`config.mk`:
```
export PLATFORM = sky130hd
export DESIGN_NAME = uart_rx
export DESIGN_NICKNAME = d
export VERILOG_FILES = /design/src/rtl/uart_rx.sv
export SDC_FILE = /design/constraint.sdc
export NUM_CORES = 1
export LEC_CHECK = 0
export ABC_AREA = 1
export BUFFER_PORTS_ARGS = -buffer_cell sky130_fd_sc_hd__buf_4
export CELL_PAD_IN_SITES_DETAIL_PLACEMENT = 2
export CELL_PAD_IN_SITES_GLOBAL_PLACEMENT = 2
export CORE_MARGIN = 2
export CORE_UTILIZATION = 32
export CTS_CLUSTER_SIZE = 16
export DETAILED_ROUTE_END_ITERATION = 10
export HOLD_SLACK_MARGIN = 0.02
export PLACE_DENSITY_LB_ADDON = 0.12
export REMOVE_ABC_BUFFERS = 1
export SLEW_MARGIN = 25
export SYNTH_ARGS = -nofsm -noshare
export SYNTH_HDL_FRONTEND = slang
export SYNTH_SLANG_ARGS = --single-unit
```
`constraint.sdc`:
```
create_clock -name clk -period 1.5 [get_ports clk]
set_input_delay 0.225 -clock clk [delete_from_list [all_inputs] [get_ports clk]]
set_output_delay 0.225 -clock clk [all_outputs]
set_load 0.02 [all_outputs]
```
`src/rtl/uart_rx.sv`:
```
// UART receiver: 2-flop synchronised rx line, mid-bit sampling,
// optional parity, one-cycle valid/frame/parity/break strobes.
module uart_rx #(
  parameter int FREQ_HZ = 50000000,
  parameter int BAUDS   = 115200,
  parameter int PARITY  = 0
) (
  input  logic       clk,
  input  logic       reset_ni,
  input  logic       rx_i,
  output logic [7:0] rx_data_o,
  output logic       valid_o,
  output logic       frame_err_o,
  output logic       parity_err_o,
  output logic       break_o
);

  localparam int CLKS_PER_BIT = FREQ_HZ / BAUDS;
  localparam int HALF         = CLKS_PER_BIT / 2;
  localparam int CW           = $clog2(CLKS_PER_BIT) + 1;

  localparam logic [CW-1:0] BIT_LD  = CW'(CLKS_PER_BIT - 1);
  localparam logic [CW-1:0] HALF_LD = CW'(HALF - 1);
  localparam logic [CW-1:0] CNT_ONE = CW'(1);
  localparam logic          ODD     = (PARITY == 2);

  if (CLKS_PER_BIT < 4) begin : g_bad_baud
    $error("uart_rx: CLKS_PER_BIT must be at least 4");
  end

  typedef enum logic [2:0] {
    S_WAIT_IDLE,
    S_IDLE,
    S_START,
    S_DATA,
    S_PARITY,
    S_STOP
  } state_e;

  state_e        state_q, state_d;
  logic          rx_meta_q, rx_s_q;
  logic [1:0]    prime_q;
  logic [CW-1:0] cnt_q, cnt_d;
  logic [2:0]    bit_q, bit_d;
  logic [7:0]    shift_q, shift_d;
  logic [7:0]    data_q, data_d;
  logic          pbit_q, pbit_d;
  logic          perr_q, perr_d;
  logic          valid_q, valid_d;
  logic          fe_q, fe_d;
  logic          pe_q, pe_d;
  logic          brk_q, brk_d;
  logic          tick;

  // prime_q keeps the synchroniser's reset value from counting as idle
  always_ff @(posedge clk or negedge reset_ni) begin
    if (!reset_ni) begin
      rx_meta_q <= 1'b1;
      rx_s_q    <= 1'b1;
      prime_q   <= 2'b00;
    end else begin
      rx_meta_q <= rx_i;
      rx_s_q    <= rx_meta_q;
      prime_q   <= {prime_q[0], 1'b1};
    end
  end

  assign tick = (cnt_q == '0);

  always_comb begin
    state_d = state_q;
    cnt_d   = cnt_q;
    bit_d   = bit_q;
    shift_d = shift_q;
    data_d  = data_q;
    pbit_d  = pbit_q;
    perr_d  = perr_q;
    valid_d = 1'b0;
    fe_d    = 1'b0;
    pe_d    = 1'b0;
    brk_d   = 1'b0;
    unique case (state_q)
      S_WAIT_IDLE: begin
        if (prime_q[1] && rx_s_q) begin
          state_d = S_IDLE;
        end
      end
      S_IDLE: begin
        if (!rx_s_q) begin
          bit_d   = 3'd0;
          cnt_d   = HALF_LD;
          pbit_d  = 1'b0;
          perr_d  = 1'b0;
          state_d = S_START;
        end
      end
      S_START: begin
        if (!tick) begin
          cnt_d = cnt_q - CNT_ONE;
        end else if (rx_s_q) begin
          state_d = S_IDLE;
        end else begin
          cnt_d   = BIT_LD;
          state_d = S_DATA;
        end
      end
      S_DATA: begin
        if (!tick) begin
          cnt_d = cnt_q - CNT_ONE;
        end else begin
          shift_d = {rx_s_q, shift_q[7:1]};
          cnt_d   = BIT_LD;
          if (bit_q == 3'd7) begin
            state_d = (PARITY != 0) ? S_PARITY : S_STOP;
          end else begin
            bit_d = bit_q + 3'd1;
          end
        end
      end
      S_PARITY: begin
        if (!tick) begin
          cnt_d = cnt_q - CNT_ONE;
        end else begin
          pbit_d  = rx_s_q;
          perr_d  = ((^shift_q) ^ rx_s_q) != ODD;
          cnt_d   = BIT_LD;
          state_d = S_STOP;
        end
      end
      S_STOP: begin
        if (!tick) begin
          cnt_d = cnt_q - CNT_ONE;
        end else if (rx_s_q) begin
          if (perr_q) begin
            pe_d = 1'b1;
          end else begin
            valid_d = 1'b1;
            data_d  = shift_q;
          end
          state_d = S_IDLE;
        end else begin
          fe_d    = 1'b1;
          pe_d    = perr_q;
          brk_d   = (shift_q == 8'h00) && !pbit_q;
          state_d = S_WAIT_IDLE;
        end
      end
      default: state_d = S_WAIT_IDLE;
    endcase
  end

  always_ff @(posedge clk or negedge reset_ni) begin
    if (!reset_ni) begin
      state_q <= S_WAIT_IDLE;
      cnt_q   <= '0;
      bit_q   <= 3'd0;
      shift_q <= 8'h00;
      data_q  <= 8'h00;
      pbit_q  <= 1'b0;
      perr_q  <= 1'b0;
      valid_q <= 1'b0;
      fe_q    <= 1'b0;
      pe_q    <= 1'b0;
      brk_q   <= 1'b0;
    end else begin
      state_q <= state_d;
      cnt_q   <= cnt_d;
      bit_q   <= bit_d;
      shift_q <= shift_d;
      data_q  <= data_d;
      pbit_q  <= pbit_d;
      perr_q  <= perr_d;
      valid_q <= valid_d;
      fe_q    <= fe_d;
      pe_q    <= pe_d;
      brk_q   <= brk_d;
    end
  end

  assign rx_data_o    = data_q;
  assign valid_o      = valid_q;
  assign frame_err_o  = fe_q;
  assign parity_err_o = pe_q;
  assign break_o      = brk_q;

endmodule

```
==> results.py, run 1 <==
metrics = {
    "sta": {
        "tightest_slew_ps": 567,
        "fin_ws_ps": -133,
        "setup_violations": 24,
        "rsz0062_at_grt": "true",
        "post-route-min-period_ps": 1630,
        "relSlewSlack_pct": 62.2,
        "skew_ps": 11.5,
        "drv_slew": 0,
        "finalCritPeriodShare_pct": 109,
        "hold_ws_ps": 357,
        "max_freq_mhz": 612,
        "final-hold-violation-count": 0,
    },
    "worst_setup_path": {
        "worst-endpoint-arrival_ps": 1820,
        "path_cells": "inv_2 > nand2_1 > nor2_1 > nand2_2 > nand2_4 > nand2_8 > o21ai_0 > nand2_1",
        "crit_type": "reg -> reg",
        "rrSetupSlack_ps": -130,
        "crit_required_ps": 1690,
        "start_kind": "flip-flop",
        "crit_path_end_kind": "flip-flop",
        "worst_path_max_delay_cell": "dfrtp_2",
        "crit_path_frequent_cell": "nand2_1",
        "cp_max_fo": 5,
        "slowest_delay_ps": 450,
    },
    "cells_and_area": {
        "fin_util_pct": 50.2,
        "final_layout_size_suffix_gt1_share_pct": 46.2,
        "design_area_um2": 3220,
        "stdcell_count": 417,
        "multi_input_area_um2": 1280,
        "diodes": 0,
        "ff_latch_area_um2": 1060,
        "fillers": 693,
        "syn_to_final_growth_pct": 49.1,
        "nets": 350,
    },
    "synth": {
        "ys_seq_elements": 42,
        "synth-main-ff-cell": "dfrtp_1",
        "synth_enable_flop_cells": 0,
        "synth.avg_cell_area_um2": 8.18,
        "netlist_area_um2": 2160,
        "syn_inst": 264,
        "synth-seq-area-share_pct": 48.8,
        "synth_cell_types": 28,
        "yosysWarnings": 0,
        "async_flop_share_pct": 100,
    },
    "floorplan": {
        "chipWidth_um": 86.2,
        "die_h_um": 86.2,
        "initial_core_util_pct": 33.6,
        "io_pins": 15,
        "die_area_um2": 7430,
        "design.core.area_um2": 6420,
        "rows": 29,
    },
    "run_status": {
        "violations": "negative setup slack",
        "status": "complete, but fails checks",
    },
    "power_and_ir_drop": {
        "internal-power_uw": 2540,
        "p_clk_share_pct": 17.0,
        "p_leak_uw": 0.00154,
        "power.net_switching_uw": 2070,
        "swShare_pct": 44.9,
        "pwr-share-comb_pct": 52.2,
        "vdd_drop_max_mv": 0.686,
        "powerDensity_nw_per_um2": 1430,
        "seq_power_share_pct": 30.8,
    },
    "drt": {
        "drt-met1-wl_mm": 3.94,
        "drt-pass1-iter-count": 4,
        "route.vias.total": 2102,
        "routed_via_density": 5.04,
        "dr_wl_met3_um": 208,
        "routed_wl_mm": 8.95,
        "antenna_left": 0,
        "routedWlPerCell_um": 21.5,
        "drtIter0Drc": 69,
        "wl_met2_mm": 4.70,
        "highest_layer": "met4",
        "drc": 0,
    },
    "global_routing": {
        "grt.total_usage_pct": 21.6,
        "grt_max_degree": 43,
        "antenna_found_initial": 0,
        "grt_pass1_vias": 2348,
        "grt-ovfl-total": 0,
        "grt_first_pass_wirelength_mm": 12.4,
    },
    "cts": {
        "clk_pin_slew_worst_paths_ps": 90,
        "clock_sinks": 42,
        "insertion_delay_ps": 320,
        "cts_made_buffers": 5,
        "cts_tree": "done",
        "htreeDepth": 2,
        "cts_root_buf": "clkbuf_8",
        "cts.path.max_buffers": 2,
    },
    "place": {
        "post_dp_cell_area_um2": 2640,
        "gp_congestion": 0.801,
        "dp.cells": 391,
        "place.port_buffers": 14,
        "pre_cts_ws_ps": -142,
        "hpwl_mm": 4.43,
    },
    "min_path": {
        "hold_class": "reg -> reg",
    },
    "flow_run": {
        "cap_violations": 0,
    },
}
[power by group through the flow]
stage | logic, uW | registers [uW] | clock network, uW
final | 2410 | 1420 | 784
after floorplan | 921 | 1380 | 0
after global placement | 1570 | 1390 | 0
after CTS | 1910 | 1380 | 781
after global routing | 2600 | 1430 | 843
after detailed placement | 1640 | 1400 | 0
[synth_stat cells, types with 2 or more instances]
cell type / number / area share (%)
o21ai_0: 21 / 4.9
xor2_1: 4 / 1.6
or2_2: 2 / 0.58
nand3_1: 14 / 3.2
ha_1: 8 / 4.6
dfrtp_1: 40 / 46
nand3_2: 2 / 0.93
inv_2: 2 / 0.35
o21ai_1: 15 / 3.5
nor2_1: 20 / 3.5
buf_2: 3 / 0.69
nor2_2: 2 / 0.58
xnor2_1: 2 / 0.81
nand2_1: 75 / 13
nor3_1: 2 / 0.46
inv_1: 33 / 5.7
dfstp_2: 2 / 2.4
nand2_4: 2 / 1.0
a21oi_1: 2 / 0.46
nand4_1: 5 / 1.4
[cell usage in the layout (no fill, tap or decap), drive strengths merged, types with 4 or more instances in the layout]
master  synthesis  routed
dfrtp          40      40
clkbuf          0       5
ha              8       8
buf             4      67
nand2          78      78
nor2           23      23
inv            36      37
o21ai          36      36
nand4           6       8
nand3          16      16
xor2            4       4
[critical path, delay by kind of cell (launching register included)]
family / cells / cell delay [ps]
and+or+nand+nor: 6 / 750
DFF: 1 / 450
AOI/OAI and AO/OA: 1 / 210
buffers and inverters: 1 / 100
[registers in the layout (all words and copies together) (netlist names), 2 cells and up]
signal	flops
bit_q	3
state_q	3
shift_q	8
cnt_q	10
prime_q	2
rx_data_o	8
[per-layer routing]
layer / vias up / GRT usage, %
li1: 988 / -
met5: - / 0
met1: 1079 / 28.0
met4: 0 / 5.26
met3: 9 / 3.24
met2: 26 / 37.9
[through the flow]
stage | total power [uW] | TNS, ps
after floorplan | 2300 | 0
after global placement | 2960 | -879
after detailed placement | 3040 | -2260
after CTS | 4080 | -234
after global routing | 4880 | -3670
final | 4610 | -1240
[logic make-up after synthesis]
group | count (synthesis) | share of synthesized area, %
AND/OR/NAND/NOR | 129 | 27.6
flip-flops | 42 | 48.8
buffers and inverters | 40 | 7.59
AO/OA/AOI/OAI | 38 | 8.80
adder cells (fa/ha/maj) | 8 | 4.63
XOR/XNOR | 6 | 2.43
other | 1 | 0.174
[path summary, 6_finish.rpt]
| check | start | to | cells after the start |
|---|---|---|---|
| worst max-delay path | state_q[1] | cnt_q[4] | 8 |
| worst min-delay path | prime_q[0] | prime_q[1] | 0 |
| worst max register to register | state_q[1] | cnt_q[4] | 8 |
| worst min register to register | prime_q[0] | prime_q[1] | 0 |
| max in group asynchronous | reset_ni | cnt_q[5] | 2 |
| min in group asynchronous | reset_ni | cnt_q[6] | 2 |
[cell type report]
type / count / area share (%)
Inverter: 36 / 4.58
Timing Repair inverter: 1 / 0.194
Tap cell: 77 / 2.99
Clock buffer: 5 / 2.14
Sequential cell: 42 / 32.9
Timing Repair Buffer: 69 / 16.9
Clock inverter: 3 / 0.660
Multi-Input combinational cell: 184 / 39.7
[repair_timing]
item | in CTS | in global routing
hold buffers | 2 | 0
pin swaps | 10 | 13
endpoints found under the hold margin | 41 | 0
setup endpoints to repair | 30 | 36
resized for setup | 31 | 71
cloned | 3 | 0
setup buffers | 7 | 6
No activity file was read; power rests on OpenSTA's default activity.
==> run 2: changes to the inputs <==
ABC_AREA = unset   (was 1)
CORE_UTILIZATION = 34   (was 32)
==> results.py, run 2 <==
metrics = {
    "cells_and_area": {
        "nets": 310,
        "fillers": 602,
        "fin_util_pct": 54.6,
        "syn_to_final_growth_pct": 53.5,
        "largest_register": "cnt_q",
        "mostFrequentLayoutCell": "buf_4",
        "multi_input_area_um2": 1240,
        "diodes": 0,
        "design_area_um2": 3250,
        "final_layout_size_suffix_gt1_share_pct": 49.0,
        "ff_latch_area_um2": 1050,
        "final_cell_mix": "buf_4 (78), dfrtp_1 (40), nand2_1 (18)",
        "largest_reg_flops": 10,
    },
    "place": {
        "post_dp_cell_area_um2": 2700,
        "pre_cts_ws_ps": -958,
        "gp_congestion": 0.877,
        "hpwl_mm": 5.37,
        "place.port_buffers": 14,
    },
    "power_and_ir_drop": {
        "powerDensity_nw_per_um2": 1310,
        "power.total_uw": 4270,
        "p_leak_uw": 0.00148,
        "vdd_drop_max_mv": 0.756,
    },
    "worst_setup_path": {
        "r2r_end": "rx_data_o[2]",
        "r2r-start": "cnt_q[0]",
        "cp_max_fo": 17,
        "slowest_delay_ps": 490,
        "crit_path_end_kind": "flip-flop",
        "startpoint": "cnt_q[0]",
        "crit_required_ps": 1700,
        "rrSetupSlack_ps": -950,
        "path_cells": "inv_2 > ha_4 > or4b_4 > or3_4 > or4_4 > buf_12 > nand2_2 > o21ai_2",
        "crit_type": "reg -> reg",
        "start_kind": "flip-flop",
        "worst_path_max_delay_cell": "or4b_4",
        "rr_worst_depth": 8,
        "worst-endpoint-arrival_ps": 2650,
    },
    "drt": {
        "routed_wl_mm": 10.0,
        "route.vias.total": 2218,
        "routedWlPerCell_um": 26.7,
        "drtIter0Drc": 133,
        "drc": 0,
        "drt-pass1-iter-count": 4,
        "antenna_left": 0,
        "routed_via_density": 5.91,
    },
    "global_routing": {
        "antenna_found_initial": 0,
        "grt_first_pass_wirelength_mm": 14.7,
        "grt_pass1_vias": 2435,
        "grt_max_degree": 43,
        "grt-ovfl-total": 0,
        "grt.total_usage_pct": 28.1,
    },
    "synth": {
        "synth.avg_cell_area_um2": 9.76,
        "synth_area_leaders": "dfrtp_1 (47%), nand2_1 (4.8%), ha_1 (4.7%)",
        "synth_top_area_share_pct": 47.3,
        "yosys.area.top_type": "dfrtp_1",
        "ys_seq_elements": 42,
        "yosysWarnings": 0,
        "netlist_area_um2": 2120,
        "synth_top_cells_by_count": "dfrtp_1 (40), nand2_1 (27), o21ai_0 (19)",
        "synth-main-ff-cell": "dfrtp_1",
        "synth-seq-area-share_pct": 49.7,
        "synth_most_common_cell": "dfrtp_1",
        "async_flop_share_pct": 100,
        "synth_enable_flop_cells": 0,
        "syn_inst": 217,
        "synth_cell_types": 48,
    },
    "sta": {
        "drv_slew": 0,
        "rsz0062_at_grt": "true",
        "tightest_slew_ps": 719,
        "final-hold-violation-count": 0,
        "skew_ps": 5.80,
        "fin_ws_ps": -952,
        "post-route-min-period_ps": 2450,
        "relSlewSlack_pct": 51.6,
        "setup_violations": 38,
        "finalCritPeriodShare_pct": 163,
        "max_freq_mhz": 408,
    },
    "cts": {
        "cts_made_buffers": 5,
        "cts_tree": "done",
        "insertion_delay_ps": 310,
        "cts.path.max_buffers": 2,
        "cts_root_buf": "clkbuf_8",
        "clk_pin_slew_worst_paths_ps": 90,
        "htreeDepth": 2,
        "clock_sinks": 42,
    },
    "min_path": {
        "worstHoldPathCells": 1,
        "min_to": "rx_meta_q",
        "hold_class": "in -> reg",
        "min_from": "rx_i",
    },
    "run_status": {
        "violations": "negative setup slack",
        "status": "complete, but fails checks",
    },
    "floorplan": {
        "io_pins": 15,
        "rows": 28,
        "chipWidth_um": 82.9,
        "initial_core_util_pct": 35.6,
        "die_h_um": 82.9,
        "die_area_um2": 6880,
        "design.core.area_um2": 5960,
    },
    "flow_run": {
        "cap_violations": 0,
    },
}
-- run 2: cell types whose count changed after synthesis, sizes merged, moves of 6 or more --
cell,before,now
nand3,16,1
o21ai,36,27
clkbuf,0,7
nor4,1,7
nand2,78,27
nor2,23,10
nor3,2,9
inv,36,16
-- run 2: worst max-delay path by stage --
stage,end,slack [ps],cells after the start
floorplan,rx_data_o[0],-1130,7
global placement,rx_data_o[6],-810,8
detailed placement,cnt_q[3],-960,8
CTS,rx_data_o[1],-850,8
global route,cnt_q[1],-1000,10
finish,rx_data_o[2],-950,8
-- run 2: metrics by stage --
stage | setup TNS [ps] | cells | hold slack, ps
2_1_floorplan | -27990 | 206 | -70.6
3_3_place_gp | -26010 | 353 | 237
3_5_place_dp | -32220 | 353 | 254
4_1_cts | -27470 | 367 | 24.3
5_1_grt | -33270 | 375 | 16.9
6_report | -31420 | 375 | 21.3
-- run 2: logic make-up after synthesis --
| group | Yosys count | synth area share [%] |
|---|---|---|
| flip-flops | 42 | 49.7 |
| XOR/XNOR | 4 | 1.65 |
| AO/OA/AOI/OAI | 59 | 19.4 |
| multiplexers | 2 | 1.00 |
| other | 1 | 0.177 |
| buffers and inverters | 27 | 5.32 |
| adder cells (fa/ha/maj) | 8 | 4.73 |
| AND/OR/NAND/NOR | 74 | 18.0 |
-- run 2: report_power, final --
part	leakage [uW]	switching, uW	internal (uW)
clock	0.0000575	445	466
combinational	0.000874	1080	800
sequential	0.000546	165	1310
-- run 2: cell type report --
cell class              count  area share, %
flip-flops and latches     42           32.4
multi-input cells         148           38.2
inverters                  16           1.85
well taps                  75           2.89
clock buffers               8           3.39
repair buffers             86           21.3
-- run 2: repair_timing --
action / 4_1_cts / 5_1_grt
buffers inserted: 5 / 9
hold buffers: 1 / 0
resized for setup: 46 / 27
endpoints found under the setup margin: 38 / 38
hold endpoints to repair: 40 / 0
pin swaps: 14 / 14
cloned: 1 / 0
-- run 2: layer usage --
layer	GRT usage, %	vias up	wire length (um)
met2	48.5	78	5180
met5	0	-	0
li1	-	944	-
met1	32.3	1160	3980
met4	15.1	0	474
met3	6.26	36	370
-- run 2: critical path: cells and delay by family, from the launching register on --
kind,cells,cell delay [ps]
simple gates,4,1410
compound gates,1,60
buf+inv,2,300
flops,1,430
fa+ha+maj,1,140
